File: config.mk
export PLATFORM = sky130hd
export DESIGN_NAME = alu_mul_seq
export DESIGN_NICKNAME = d
export VERILOG_FILES = /design/src/rtl/alu_mul_seq.sv
export SDC_FILE = /design/constraint.sdc
export NUM_CORES = 1
export LEC_CHECK = 0
export CAP_MARGIN = 20
export CORE_MARGIN = 8
export CORE_UTILIZATION = 45
export CTS_CLUSTER_DIAMETER = 60
export DETAILED_ROUTE_END_ITERATION = 10
export PLACE_DENSITY = 0.86
export SLEW_MARGIN = 25
export SYNTH_ARGS = -nofsm -noshare
export SYNTH_HDL_FRONTEND = slang
export SYNTH_SLANG_ARGS = --single-unit
File: constraint.sdc
create_clock -name clk -period 4 [get_ports clk]
set_clock_uncertainty 0.05 [all_clocks]
set_input_delay 0.8 -clock clk [delete_from_list [all_inputs] [get_ports clk]]
set_output_delay 0.8 -clock clk [all_outputs]
set_load 0.01 [all_outputs]
File: src/rtl/alu_mul_seq.sv
// Shift-and-add multiply sequencer that borrows the shared 16-bit execute ALU.
// Produces the low 16 bits of mcand*mplier using only the ALU's ADD and SLL ops.
module alu_mul_seq (
   input  logic        clk,
   input  logic        rst,
   input  logic        start,
   input  logic [15:0] mcand,
   input  logic [15:0] mplier,
   output logic        busy,
   output logic        done,
   output logic [15:0] product,
   output logic        mul_ov,
   output logic        alu_own,
   output logic [3:0]  alu_op,
   output logic [15:0] alu_src0,
   output logic [15:0] alu_src1,
   output logic [15:0] alu_imm,
   output logic [2:0]  alu_flag_reg,
   input  logic [15:0] alu_result,
   input  logic [2:0]  alu_flags,
   output logic [1:0]  dbg_state
);

   typedef enum logic [1:0] {
      S_IDLE  = 2'd0,
      S_ADD   = 2'd1,
      S_SHIFT = 2'd2,
      S_DONE  = 2'd3
   } state_t;

   localparam logic [3:0] OP_ADD = 4'b0000;
   localparam logic [3:0] OP_SLL = 4'b0101;

   state_t      state_q, state_d;
   logic [15:0] acc_q, acc_d;
   logic [15:0] mc_q, mc_d;
   logic [15:0] mp_q, mp_d;
   logic        ov_q, ov_d;

   // Only the V flag matters to the sequencer; N and Z are deliberately ignored.
   logic unused_flags;
   assign unused_flags = alu_flags[2] ^ alu_flags[0];

   always_ff @(posedge clk) begin
      if (rst) begin
         state_q <= S_IDLE;
         acc_q   <= '0;
         mc_q    <= '0;
         mp_q    <= '0;
         ov_q    <= 1'b0;
      end else begin
         state_q <= state_d;
         acc_q   <= acc_d;
         mc_q    <= mc_d;
         mp_q    <= mp_d;
         ov_q    <= ov_d;
      end
   end

   always_comb begin
      state_d  = state_q;
      acc_d    = acc_q;
      mc_d     = mc_q;
      mp_d     = mp_q;
      ov_d     = ov_q;
      busy     = 1'b0;
      done     = 1'b0;
      alu_own  = 1'b0;
      alu_op   = 4'b0000;
      alu_src0 = '0;
      alu_src1 = '0;
      alu_imm  = '0;
      case (state_q)
         S_IDLE: begin
            if (start) begin
               acc_d = '0;
               mc_d  = mcand;
               mp_d  = mplier;
               ov_d  = 1'b0;
               if (mplier == 16'h0000) state_d = S_DONE;
               else if (mplier[0])     state_d = S_ADD;
               else                    state_d = S_SHIFT;
            end
         end
         S_ADD: begin
            busy     = 1'b1;
            alu_own  = 1'b1;
            alu_op   = OP_ADD;
            alu_src0 = acc_q;
            alu_src1 = mc_q;
            acc_d    = alu_result;
            ov_d     = ov_q | alu_flags[1];
            state_d  = (mp_q[15:1] == 15'd0) ? S_DONE : S_SHIFT;
         end
         S_SHIFT: begin
            busy     = 1'b1;
            alu_own  = 1'b1;
            alu_op   = OP_SLL;
            alu_src0 = mc_q;
            alu_imm  = 16'h0001;
            mc_d     = alu_result;
            mp_d     = {1'b0, mp_q[15:1]};
            // mp_q[1] is the LSB of the shifted multiplier; it is never all-zero here.
            state_d  = mp_q[1] ? S_ADD : S_SHIFT;
         end
         S_DONE: begin
            busy    = 1'b1;
            done    = 1'b1;
            state_d = S_IDLE;
         end
         default: state_d = S_IDLE;
      endcase
   end

   assign product      = acc_q;
   assign mul_ov       = ov_q;
   assign alu_flag_reg = 3'b000;
   assign dbg_state    = state_q;

endmodule

Yosys cells after proc, flatten, opt, wreduce, memory -nomap -nowiden. Index checks and enable logic that the tools add are counted.

Mux-type cells: 21. Bitwise gates (word level): 1. Eq/ne operators: 4. Reduce and logical (&&, ||, !) cells: 9.

Operator list (number): 16-bit case mux with 2 select lines (4); 16-bit two-way mux (4); 16-bit logical NOT (1); 15-bit logical NOT (1); 2-bit two-way mux (4); 2-bit case mux with 4 select lines (1); 1-bit two-way mux (6); 2-bit == test, second input constant (2); 2-bit AND reduction (2); 2-bit nonzero test (2); 3-bit two-way mux (1); 3-bit OR reduction (1); 2-bit by 1-bit == test with 1-bit output, second input constant (1); 2-bit logical NOT (1); 2-bit inequality test, second input constant (1); 1-bit case mux with 2 select lines (1); 2-bit OR reduction (1); 1-bit OR (1).

Word-level logic and storage cells: 40. Output and inout port bits: 77. Register bits: 51.

Depth between registers and ports, before layout. Gate-level depths: netlist of the first run.

Depth after elaboration: 4. Mapped depth: 8.

Worst setup path before layout of the first run. No wires, ideal clock.

Kind: reg2out. Start point: register state_q[0], in the netlist dbg_state[0]. End point: output port alu_src0[10]. Path buffers: 2. Data arrival time: 1.498 ns. Slack: 1.652 ns. Cell stages (with the launch flop): 7. Cell sequence: dfxtp_1 -> inv_1 -> ha_1 -> buf_2 -> clkbuf_1 -> a22oi_1 -> nor2b_1.

Longest elaborated chain between the ends: 2. Elaborated cells on any way between the ends: 3. Classes of those cells: 2 x eq/ne; 1 x mux.

Ends and longest elaborated chain: start: declaration (line 34) `state_t state_q, state_d;`; start signal: assignment (line 52) `state_q <= state_d;`; 2-bit == test / 2-bit by 1-bit == test with 1-bit output (equally long branches) (line 73) `case (state_q)`; 16-bit case mux with 2 select lines * (line 73); end: declaration (line 15) `output logic [15:0] alu_src0,`.

Mark *: on every way between the ends. The rest lies on a longest branch, timed or not.

Final worst setup path of the first run.
Start point: register state_q[1], in the netlist dbg_state[1]. End point: output port alu_src0[9].

Same word-level chain as after synthesis.

==> results of run 1 <==
-- power breakdown --
group | leakage [nW] | switching [mW] | total, mW | internal [mW]
sequential | 0.411 | 0.0629 | 0.641 | 0.578
clock | 0.0482 | 0.150 | 0.290 | 0.140
combinational | 0.946 | 0.343 | 0.645 | 0.302
total | 1.41 | 0.556 | 1.58 | 1.02
-- kinds of logic (layout without fill, tap and decap cells) --
group / Yosys count / in the layout / synth area share (%)
flip-flops: 50 / 50 / 34.56
buffers and inverters: 53 / 126 / 11.79
multiplexers: 31 / 31 / 10.71
adder cells (fa/ha/maj): 4 / 4 / 1.728
AND/OR/NAND/NOR: 99 / 99 / 17.32
AO/OA/AOI/OAI: 73 / 73 / 23.76
other: 1 / 20 / 0.1295
-- final timing paths --
| path | endpoint | slack (ns) | depth (start not counted) |
|---|---|---|---|
| setup / recovery | alu_src0[9] | 0.66 | 4 |
| hold / removal | mp_q[15]$_SDFFE_PP0P_ | 0.42 | 2 |
| setup reg to reg | mc_q[2]$_SDFFE_PP0P_ | 1.25 | 6 |
| hold reg to reg | mp_q[15]$_SDFFE_PP0P_ | 0.42 | 2 |
-- worst max-delay path: stages (launching register included) --
cell,delay [ns]
dfxtp_1,0.44
ha_2,0.80
a22oi_1,0.20
nor2b_1,0.17
clkdlybuf4s50_1,0.58
-- metrics by stage --
stage | setup slack (ns) | instance area, um2
finish | 0.6586 | 3969
global route | 0.5288 | 3969
CTS | 0.6676 | 3969
detailed placement | 1.009 | 3877
global placement | 1.082 | 3877
floorplan | 1.652 | 2968
-- state kept, by name, indices dropped and copies added (netlist names) --
signal	count
product	16
mp_q	15
mul_ov	1
mc_q	16
dbg_state	2
-- cell usage in the layout (no fill, tap or decap), types with 2 or more instances in the layout --
master	instances
nand2_1	5
nor4_1	5
ha_1	3
nor2_1	46
buf_4	6
clkbuf_8	6
inv_1	3
nor2b_1	17
conb_1	20
clkdlybuf4s50_1	107
a211oi_2	30
o21ai_0	2
dfxtp_1	50
a22oi_1	32
and2_1	17
nor3_1	3
a211oi_1	2
mux2i_1	31
a21oi_1	2
-- routing by layer --
metal  up-vias  part of all wire, %
li1       1239                    -
met1      1174                   43
met2        85                   48
met3         4                  8.9
met4         0                 0.59
met5         -                    0
-- Yosys cell counts --
cell / count
o311ai_1: 1
or4_1: 1
ha_1: 4
buf_1: 1
buf_4: 27
nand2b_4: 1
a211oi_1: 2
dfxtp_1: 50
nand4b_1: 1
mux2i_1: 31
nand2b_1: 1
conb_1: 1
a22oi_1: 32
nand2_1: 5
nor4b_1: 1
a41oi_1: 1
nor2_1: 46
o22ai_1: 1
clkbuf_2: 1
nor3_1: 3
clkbuf_1: 9
and2_1: 17
inv_1: 3
nand4_1: 1
nor2b_1: 17
nor4_1: 5
o21ai_0: 2
o21ai_1: 1
buf_2: 8
o21a_2: 1
buf_6: 4
a211oi_2: 30
a21oi_1: 2
-- layout make-up --
cell class                 count  area [um2]
sequential                    50        1001
clock inverter                 1       5.005
clock buffer                   7       86.33
fill                         534        2308
multi-input combinational    227        1628
inverter                       3       11.26
tap                           77       96.34
timing repair buffer         115        1141
==> results by stage, run 1 <==
Yosys:
- The mean post-synth cell area is 9.314 um2.
- The mapped netlist covers about 2900 um2.
- Summing the sequential cell areas from Yosys gives 34.56% of the chip area.
- By area the synthesized netlist is led by dfxtp_1 (35%), a211oi_2 (13%), mux2i_1 (11%).
- The synthesized design contains 50 register bits.
- The cell type with the largest total area after synthesis is dfxtp_1.
- The yosys synthesis warning count is 0.
- The distinct cell type count of the synthesized netlist is 33.
- The synthesized instance count is 311.
- Of the post-synthesis cell area, the dominant cell type holds 34.56%.

CTS:
- The later pin in the worst-skew pair is clocked with a latency of 0.29 ns.
- After clock tree synthesis, the setup repair step added 0 buffers.
- The clock root buffer is clkbuf_8.
- The clock-pin slew of the registers on the worst-case setup and hold paths is about 0.090 ns.
- CTS built an H-tree with a depth of 2.
- The deepest clock path buffer count is 2.
- Post-CTS repair changed the size of 0 cells.
- The hold buffer count at cts is 0.
- The CTS tree is built.
- The number of CTS-inserted buffers is 5.
- The number of sinks on the clock net is 50.

Timing:
- Measured against its own limit, the worst slew margin works out to 42.25%.
- The shortest clock period the worst path allows after layout is 3.341 ns.
- Hold is met by between 0.4 and 0.5 ns.
- The number of slew-limit violations in the final report came to 0.
- Setup violations remaining at the end of the flow were counted as 0.
- Setup repair after global routing left no endpoint under its margin.
- The portion of the clock cycle consumed by the worst path in the final layout is 83.53%.
- For the pin with the worst max-slew slack, the measured transition is 0.8662 ns.
- In the final timing run, aggregate negative setup slack is 0 ns.
- For this run, the top clock speed supported by timing is around 0.30 GHz.
- The final-report hold violation count is 0.

Floorplan:
- From bottom edge to top edge, the die measures a little under 100 um.
- The floorplan step defined a core boundary enclosing approximately 6300 um2.
- The horizontal extent of the die is 96.23 um.
- Row generation in the floorplan step produced 29 rows.
- Once the floorplan was initialized, standard cells occupied 46.14% of the core.
- The count of pins on the block boundary is 131.
- The floorplan step defined a die boundary enclosing ~9300 um2.

Final layout:
- The non-filler instance count after layout is 480.
- The area growth from synthesis to layout is 37.02%.
- The utilization after layout is between 60% and 70%.
- The number of diodes is 0.
- Cells with a size suffix above 1 make up 11.91% of the layout.
- The number of nets at the end of the flow is 460.

GRT:
- The initial antenna violation count came to 0.
- The met1 routing resource usage after global routing is 18.72%.
- Global routing used 28.72% of the available met2 tracks.
- Global routing used approximately 16% of the available tracks across all layers.
- Global routing used 5.148% of the available met3 tracks.
- The most heavily used metal layer in global routing is met2.
- Global routing finished with a remaining overflow of 0.
- The via count of the first global-routing pass is approximately 2400.
- The first global-routing pass estimated between 10000 and 15000 um of wire.
- The maximum number of pins on one net before global-route repair is 45.

Detailed routing:
- The count of nets left with antenna violations once routing finished came out at 0.
- The first detailed-routing pass ran for 4 iterations.
- The detailed-route wire length per cell is 16.59 um.
- After detailed routing, the total wire length is between 7000 and 8000 um.
- The DRC violations left is 0.
- The via count of the routed design is 2502.
- The number of design-rule violations left by the first detailed-router iteration is 151.
- The number of vias per cell is about 5.2.

Pwr:
- The design draws 1.576 mW.
- IR analysis of the VDD net gives a maximum drop of 0.2444 mV.
- Power spread over the standard cell area amounts to 397.2 nW/um2.
- The static power due to leakage is roughly 1.4 nW.

Placed design:
- Detailed placement ended at an HPWL of 5902 um.
- After detailed placement, the design holds a cell count of 472.
- Input and output buffers added on the ports amount to around 110.
- At the end of routability-driven placement, the weighted congestion stood at around 0.76.

Setup path:
- For the worst setup path, the data required time is 3.15 ns.
- The nature of the critical path endpoint is a primary output.
- The critical path is of the reg2out type.
- The launching element type of the critical path is a flop.
- The source of the critical timing path is dbg_state[1]$_SDFFE_PP0P_.
- The critical path arrival is 2.49 ns.
- Along the worst path, the maximum fanout reaches 32.
- The launch point of the worst reg-to-reg path is dbg_state[1]$_SDFFE_PP0P_.

Hold path:
- The path category of the worst min-delay check is reg2reg.
- In this run the most critical hold path is launched from mp_q[15]$_SDFFE_PP0P_.

Outcome:
- The flow ran to the end, and the final reports show no timing, DRC or antenna violations.

Run:
- Max-cap violations in this run came to 0.
No activity file was read; power rests on OpenSTA's default activity.
==> run 2: changes to the inputs <==
--- a/config.mk
+++ b/config.mk
@@ -7,10 +7,10 @@
 export LEC_CHECK = 0
 export CAP_MARGIN = 20
 export CORE_MARGIN = 8
-export CORE_UTILIZATION = 45
+export CORE_UTILIZATION = 42
 export CTS_CLUSTER_DIAMETER = 60
 export DETAILED_ROUTE_END_ITERATION = 10
-export PLACE_DENSITY = 0.86
+export PLACE_DENSITY = 0.81
 export SLEW_MARGIN = 25
 export SYNTH_ARGS = -nofsm -noshare
 export SYNTH_HDL_FRONTEND = slang
==> constraint.sdc (replaced) <==
create_clock -name clk -period 3.1 [get_ports clk]
set_clock_uncertainty 0.05 [all_clocks]
set_input_delay 0.62 -clock clk [delete_from_list [all_inputs] [get_ports clk]]
set_output_delay 0.62 -clock clk [all_outputs]
set_load 0.01 [all_outputs]
==> results by stage, run 2 (synthesized netlist as in run 1, its figures left out) <==
CTS:
- Clock-pin slew was measured on the worst setup and hold paths at 0.09 ns.
- The latest clock arrival within the worst-skew pair is around 0.30 ns.
- The number of post-CTS setup repair buffers is 0.
- The number of sinks on the clock net is 50.
- The longest clock path from root to sink contains 2 buffers.
- The CTS tree is built.
- The number of CTS-inserted buffers is 5.
- In this run, post-CTS repair resized a total of 0 instances.
- The clock tree synthesis step divided the H-tree into 2 levels.
- The clock root buffer is clkbuf_8.
- Hold repair after CTS inserted 0 buffers.

GRT:
- The via count of the first global-routing pass came to 2533.
- Entering global routing, the biggest net connects 41 pins.
- For this run, the total global-route usage over all layers was measured as 15.79%.
- The global-route wire length before repair is 12770 um.
- The sum of overflow across all layers after global routing is 0.
- The initial antenna violation count was 0.

Detailed routing:
- The via count of the routed design is around 2600.
- The number of search-and-repair iterations in the first detailed-routing pass is 4.
- The detailed-route wire length per cell is approximately 16 um.
- The number of design-rule violations left by the first detailed-router iteration is 121.
- The number of vias per cell is 5.255.
- After detailed routing, the total wire length is around 8000 um.
- In the routed design, unresolved DRC markers number 0.
- Once detail routing completed, the nets flagged for antenna violations numbered 0.

Outcome:
- The run finished with clean final reports.

Timing:
- Setup repair after global routing left no endpoint under its margin.
- The final-report hold violation count is 0.
- The total negative setup slack is 0 ns.
- Setup violations remaining at the end of the flow were counted as 0.
- The portion of the clock cycle consumed by the worst path in the final layout is 93.11%.
- For the pin with the worst max-slew slack, the measured transition is 0.5426 ns.
- The number of slew-limit violations in the final report is 0.
- The shortest clock period the worst path allows after layout is 2.886 ns.
- Derived from the worst setup path, the maximum achievable clock frequency is 0.3465 GHz.
- The tightest slew margin relative to the limit is a little under two thirds.

Final layout:
- The number of nets at the end of the flow is 464.
- After routing the design area is just over 4000 um2.
- The area growth from synthesis to layout is 38.83%.
- 0 antenna diodes ended up in the layout.
- The commonest non-fill, non-tap cell in the layout is clkdlybuf4s50_1.
- The top cell types in the final layout, fill and taps aside, are clkdlybuf4s50_1 (107), dfxtp_1 (50), nor2_1 (46).
- The post-route netlist has 12.78% of its cells at a drive strength greater than 1.

Setup path:
- The largest driver fanout on the critical path is 17.
- At the worst endpoint, the required time is 2.43 ns.
- The nature of the critical path endpoint is a primary output.
- The worst setup path category is reg2out.
- The launching element type of the critical path is a flop.
- The critical path arrival is 2.22 ns.

Floorplan:
- The cell row count is 30.
- The horizontal extent of the die is 99.05 um.
- The count of pins on the block boundary is 131.
- The area of the core is 6719 um2.
- The total die area is 9810 um2.
- The die is 99.05 um tall.
- The starting density of the core is 43.11%.

Pwr:
- Dividing total power by cell area gives a power density of approximately 530 nW/um2.
- The maximum ir drop on the vdd rail is 0.2108 mV.
- The static power due to leakage is 1.428 nW.

Placed design:
- The wire-length estimate of the detail-placed layout is 6114 um.
- Port buffering added roughly 110 buffers.
- The final RePlAce weighted congestion is about 0.8.
- In this run the cell area measured after placement is 3911 um2.

Run:
- Across the run, the number of max-cap violations was 0.

Hold path:
- The path category of the worst min-delay check is reg2reg.
run 2: layout make-up:
type                            instances  area (um2)
Clock inverter                          2       37.54
Inverter                                3       11.26
Timing Repair Buffer                  119        1171
Multi-Input combinational cell        227        1628
Sequential cell                        50        1001
Clock buffer                            6       72.57
Fill cell                             599        2698
Tap cell                               80       100.1
run 2: path summary, 6_finish.rpt:
check | startpoint | depth (start not counted) | slack [ns] | end
max | dbg_state[0]$_SDFFE_PP0P_ | 4 | 0.21 | alu_src0[0]
min | mp_q[15]$_SDFFE_PP0P_ | 2 | 0.44 | mp_q[15]$_SDFFE_PP0P_
max reg2reg | dbg_state[0]$_SDFFE_PP0P_ | 7 | 1.02 | mc_q[14]$_SDFFE_PP0P_
min reg2reg | mp_q[15]$_SDFFE_PP0P_ | 2 | 0.44 | mp_q[15]$_SDFFE_PP0P_
run 2: routing by layer:
metal,routed length [um],global-route usage (%)
met1,3339,18.39
met2,3892,27.03
met3,634,5.074
met4,112,4.250
met5,0,0
run 2: where the power goes:
part / internal, mW / switching [mW] / total (mW)
Clock: 0.241 / 0.216 / 0.457
Combinational: 0.393 / 0.441 / 0.834
Sequential: 0.746 / 0.0791 / 0.825
run 2: metrics by stage:
stage | power (mW) | utilization [%] | std cells | hold slack [ns] | setup WS, ns
finish | 2.116 | 59.85 | 487 | 0.4398 | 0.2137
global route | 2.246 | 59.85 | 487 | 0.4587 | 0.07847
CTS | 2.138 | 59.85 | 487 | 0.4382 | 0.1796
detailed placement | 1.677 | 58.21 | 479 | 0.4239 | 0.5343
global placement | 1.654 | 58.21 | 479 | 0.4217 | 0.5367
floorplan | 1.446 | - | 330 | 0.3953 | 0.9323
run 2: critical path, stage by stage, from the launching register on:
cell	delay (ns)
dfxtp_1	0.41
inv_1	0.08
ha_1	0.63
nor2b_1	0.22
clkdlybuf4s50_1	0.56
